$ cat config.mk
export PLATFORM = sky130hd
export DESIGN_NAME = gf_2m_digit_mult
export DESIGN_NICKNAME = d
export VERILOG_FILES = /design/src/rtl/gf_2m_digit_mult.sv
export SDC_FILE = /design/constraint.sdc
export NUM_CORES = 1
export LEC_CHECK = 0
export ABC_CLOCK_PERIOD_IN_PS = 2100
export CELL_PAD_IN_SITES_DETAIL_PLACEMENT = 0
export CELL_PAD_IN_SITES_GLOBAL_PLACEMENT = 1
export CORE_MARGIN = 2
export CORE_UTILIZATION = 51
export CTS_BUF_LIST = sky130_fd_sc_hd__clkbuf_4
export DETAILED_ROUTE_END_ITERATION = 8
export DONT_BUFFER_PORTS = 1
export GPL_TIMING_DRIVEN = 0
export PLACE_DENSITY_LB_ADDON = 0.1
export RECOVER_POWER = 50
export REMOVE_ABC_BUFFERS = 1
export SKIP_LAST_GASP = 1
export SLEW_MARGIN = 20
export SYNTH_ARGS = -nofsm -noshare
export SYNTH_HDL_FRONTEND = slang
export SYNTH_SLANG_ARGS = --single-unit
$ cat constraint.sdc
create_clock -name clk -period 2.1 [get_ports clk]
set_input_delay 0.21 -clock clk [delete_from_list [all_inputs] [get_ports clk]]
set_output_delay 0.21 -clock clk [all_outputs]
set_load 0.02 [all_outputs]
$ cat src/rtl/gf_2m_digit_mult.sv
// Digit-serial GF(2^m) multiplier with MUL / SQR / MAC modes and valid/ready handshakes.
// Consumes D bits of operand a per clock, MSB first; the field polynomial is a run-time input.
module gf_2m_digit_mult #(
  parameter int m = 8,
  parameter int D = 1
) (
  input  logic         clk,
  input  logic         rst_n,
  input  logic         in_valid,
  output logic         in_ready,
  input  logic [1:0]   op,
  input  logic [m-1:0] a,
  input  logic [m-1:0] b,
  input  logic [m-1:0] c,
  input  logic [m-1:0] p,
  output logic         out_valid,
  input  logic         out_ready,
  output logic [m-1:0] y,
  output logic         busy
);

  localparam int N  = (m + D - 1) / D;
  localparam int AW = N * D;
  localparam int CW = $clog2(N + 1);

  localparam logic [1:0] OP_SQR = 2'b01;
  localparam logic [1:0] OP_MAC = 2'b10;

  typedef enum logic [1:0] {
    IDLE = 2'b00,
    BUSY = 2'b01,
    DONE = 2'b10
  } state_t;

  state_t         state_q, state_d;
  logic [AW-1:0]  a_q, a_d;
  logic [m-1:0]   b_q, b_d;
  logic [m-1:0]   c_q, c_d;
  logic [m-1:0]   p_q, p_d;
  logic [m-1:0]   s_q, s_d;
  logic [m-1:0]   y_q, y_d;
  logic [CW-1:0]  cnt_q, cnt_d;

  logic           accept;
  logic [m-1:0]   s_step;

  assign in_ready  = (state_q == IDLE) || ((state_q == DONE) && out_ready);
  assign out_valid = (state_q == DONE);
  assign busy      = (state_q == BUSY);
  assign y         = y_q;
  assign accept    = in_valid && in_ready;

  // D chained shift/reduce/add steps over the top D bits of the padded operand.
  always_comb begin
    s_step = s_q;
    // NOTE: blocking assignments here build a combinational chain; each
    // iteration sees the value written by the previous one in the same pass.
    for (int j = 0; j < D; j++) begin
      s_step = {s_step[m-2:0], 1'b0}
             ^ (s_step[m-1] ? p_q : '0)
             ^ (a_q[AW-1-j] ? b_q : '0);
    end
  end

  always_comb begin
    // NOTE: every signal gets its hold value first so no path leaves it
    // unassigned, which would otherwise infer a latch.
    state_d = state_q;
    a_d     = a_q;
    b_d     = b_q;
    c_d     = c_q;
    p_d     = p_q;
    s_d     = s_q;
    y_d     = y_q;
    cnt_d   = cnt_q;

    unique case (state_q)
      IDLE: ;
      BUSY: begin
        s_d   = s_step;
        a_d   = a_q << D;
        cnt_d = cnt_q - CW'(1);
        if (cnt_q == CW'(1)) begin
          y_d     = s_step ^ c_q;
          state_d = DONE;
        end
      end
      DONE: begin
        if (out_ready) state_d = IDLE;
      end
      default: state_d = IDLE;
    endcase

    // An accept in DONE overrides the retire-to-IDLE transition above.
    if (accept) begin
      a_d     = AW'(a);
      b_d     = (op == OP_SQR) ? a : b;
      c_d     = (op == OP_MAC) ? c : '0;
      p_d     = p;
      s_d     = '0;
      cnt_d   = CW'(N);
      state_d = BUSY;
    end
  end

  // NOTE: sequential state uses non-blocking assignments so all flops update
  // together from values sampled before the edge.
  always_ff @(posedge clk or negedge rst_n) begin
    if (!rst_n) begin
      state_q <= IDLE;
      a_q     <= '0;
      b_q     <= '0;
      c_q     <= '0;
      p_q     <= '0;
      s_q     <= '0;
      y_q     <= '0;
      cnt_q   <= '0;
    end else begin
      state_q <= state_d;
      a_q     <= a_d;
      b_q     <= b_d;
      c_q     <= c_d;
      p_q     <= p_d;
      s_q     <= s_d;
      y_q     <= y_d;
      cnt_q   <= cnt_d;
    end
  end

endmodule

==> run summary <==
Max Buffers Root-to-Sink: 2
critical path arrival: 2.17 ns
crit-path cells: nand2b_2 -> and2_2 -> buf_12 -> mux2_2
clock buffer count from CTS: 5
Async S/R FF share, synth: 1.00
area leader, netlist: dfrtp_1
Worst path top cell family by delay: simple AND/OR/NAND/NOR gates
register area share after synthesis: 0.467
Final Skew: 0.00635 ns
Peak supply drop: 0.663 mV
fin nets: 334
unique cell type count in the Yosys netlist: 33
root cell of the clock tree: clkbuf_4
status: completed
worst-path fanout max: 32
fraction of layout cells with a size suffix above 1: 0.129
total power: 4.66 mW
worst path bufs/invs: 1
Tmin final: 1.91 ns
# port buffers: 0
Power Density: 1430 nW/um^2
Area contributors post-synth: dfrtp_1 (47%), xnor3_1 (6.2%), mux2_2 (5.8%)
Hold Crit Start: out_ready
CP Launch Type: flop
clk_lat worst skew: 0.36 ns
Detail Placement HPWL: 4020 um
vias per cell: 5.78
Synth Register Bits: 54
max-slew violations: 0
Worst EP required: 2.36 ns
worst slew pin tran: 1.34 ns
die width: 79.3 um
yosys warns: 0
reg2reg start: state_q[1]
mapped cell area: 2890 sq um
RSZ-0062 raised after global routing: false
Final period util: 0.910
WL/cell: 17.6 um
I/O pin count: 49
routed wire length: 6440 um
Worst Hold Class: primary input to flop
Worst-path clk slew: 0.14 ns
Synth top cells by count: dfrtp_1 (54), nand2_1 (27), a21oi_1 (26)
# DRC: 0
Mean Syn Cell Area: 10.6 sq um
Worst Setup Path Type: flop to flop
largest net degree at the start of global routing: 55
Clock H-tree levels: 2
GP Congestion: 0.786
Die Span Y: 79.3 um
routed vias: 2116
Post-synth EDFFs: 0
ys flop type: dfrtp_1
CP max stage cell: dfrtp_1
diodes inserted: 0
max-cap violations: 0
Clock Sinks: 54
Routed Antenna Nets: 0
Initial Utilization: 0.525
Core ar.: 5510 sq um
DRT Pass-1 Iters: 4
initial antenna violation count: 0
Overflow after GRT: 0
CTS tree: yes
setup TNS: 0 ns
area grow syn2layout: 12.6%
P_leak: 1.47 nW
most common cell in the synthesized netlist: dfrtp_1
Fin. Hold Viols: 0
Rows: 27
Max-slew headroom: 0.110
Post-Syn Instances: 273
crit path launch: state_q[1]
Crit. End Element: flop
max incr delay on CP: 0.46 ns
Setup violations, final: 0
GRT Total Usage: 0.227
area fraction of the dominant cell type after synthesis: 0.467
vias in the first global route: 2135
Iter 0 DRT Violations: 86
global-route wire length before repair: 10900 um
f_max: 523 MHz
Die Area: 6290 sq um
==> power by group <==
group          switching [mW]  internal [mW]
combinational           0.943           1.11
sequential              0.611           1.53
clock                   0.305          0.153
==> routing by layer <==
layer	wire length (um)	vias to the layer above	global-route usage
met5	0	-	0
met4	63	0	0.0517
met3	198	7	0.0443
met2	3230	31	0.383
met1	2950	1052	0.305
li1	-	1026	-
==> sequential cells by signal, indices dropped and copies added (netlist names) <==
register and count:
a_q 8, p_q 8, state_q 2, c_q 8, cnt_q 4, b_q 8, s_q 8, y 8
==> repair_timing <==
item                       CTS  global route
hold buffers                25             1
buffers inserted             0             5
gates resized for setup      6             0
hold endpoints to repair    77             1
setup endpoints to repair   26             7
gates cloned                 2             0
==> final timing paths <==
| path | cells after the start | slack (ns) | endpoint |
|---|---|---|---|
| worst max-delay path | 4 | 0.19 | p_q[4] |
| worst min-delay path | 2 | 0.03 | state_q[1] |
| worst max register to register | 4 | 0.19 | p_q[4] |
| worst min register to register | 1 | 0.52 | a_q[6] |
| max in group asynchronous | 2 | 0.63 | b_q[2] |
| min in group asynchronous | 2 | 0.68 | state_q[1] |
==> through the flow <==
stage	area [sq um]	util	setup slack, ns	hold WS [ns]	std cells
after detailed placement	2880	0.522	-0.572	-0.0841	326
after global routing	3260	0.591	0.0542	0.0216	366
final	3260	0.591	0.188	0.0291	366
after global placement	2850	0.518	-1.31	-0.0843	325
after CTS	3230	0.587	0.0845	0.00497	360
after floorplan	2760	-	-0.359	-0.0856	253
==> layout by cell type (no fill, tap or decap), types with 11 or more instances in the layout <==
| master | instances |
|---|---|
| dfrtp_1 | 54 |
| nand2_1 | 27 |
| a21oi_1 | 26 |
| dlygate4sd3_1 | 25 |
| o22ai_1 | 16 |
| mux2_2 | 15 |
| inv_1 | 12 |
| o21ai_0 | 11 |
==> layout make-up <==
| type | count | area (sq um) |
|---|---|---|
| fillers | 500 | 2250 |
| multi-input cells | 186 | 1390 |
| flip-flops and latches | 54 | 1350 |
| repair buffers | 32 | 313 |
| well taps | 72 | 90.1 |
| clock buffers | 7 | 52.6 |
| inverters | 13 | 52.6 |
| repair inverters | 2 | 10.0 |
==> cell families after synthesis <==
kind of cell / Yosys count / synth area share
buffers and inverters: 33 / 0.0614
flip-flops: 54 / 0.467
adder cells (fa/ha/maj): 2 / 0.00865
AND/OR/NAND/NOR: 77 / 0.153
AO/OA/AOI/OAI: 76 / 0.162
multiplexers: 21 / 0.0792
XOR/XNOR: 10 / 0.0684
Note: power is estimated with default switching activity, not from simulation.
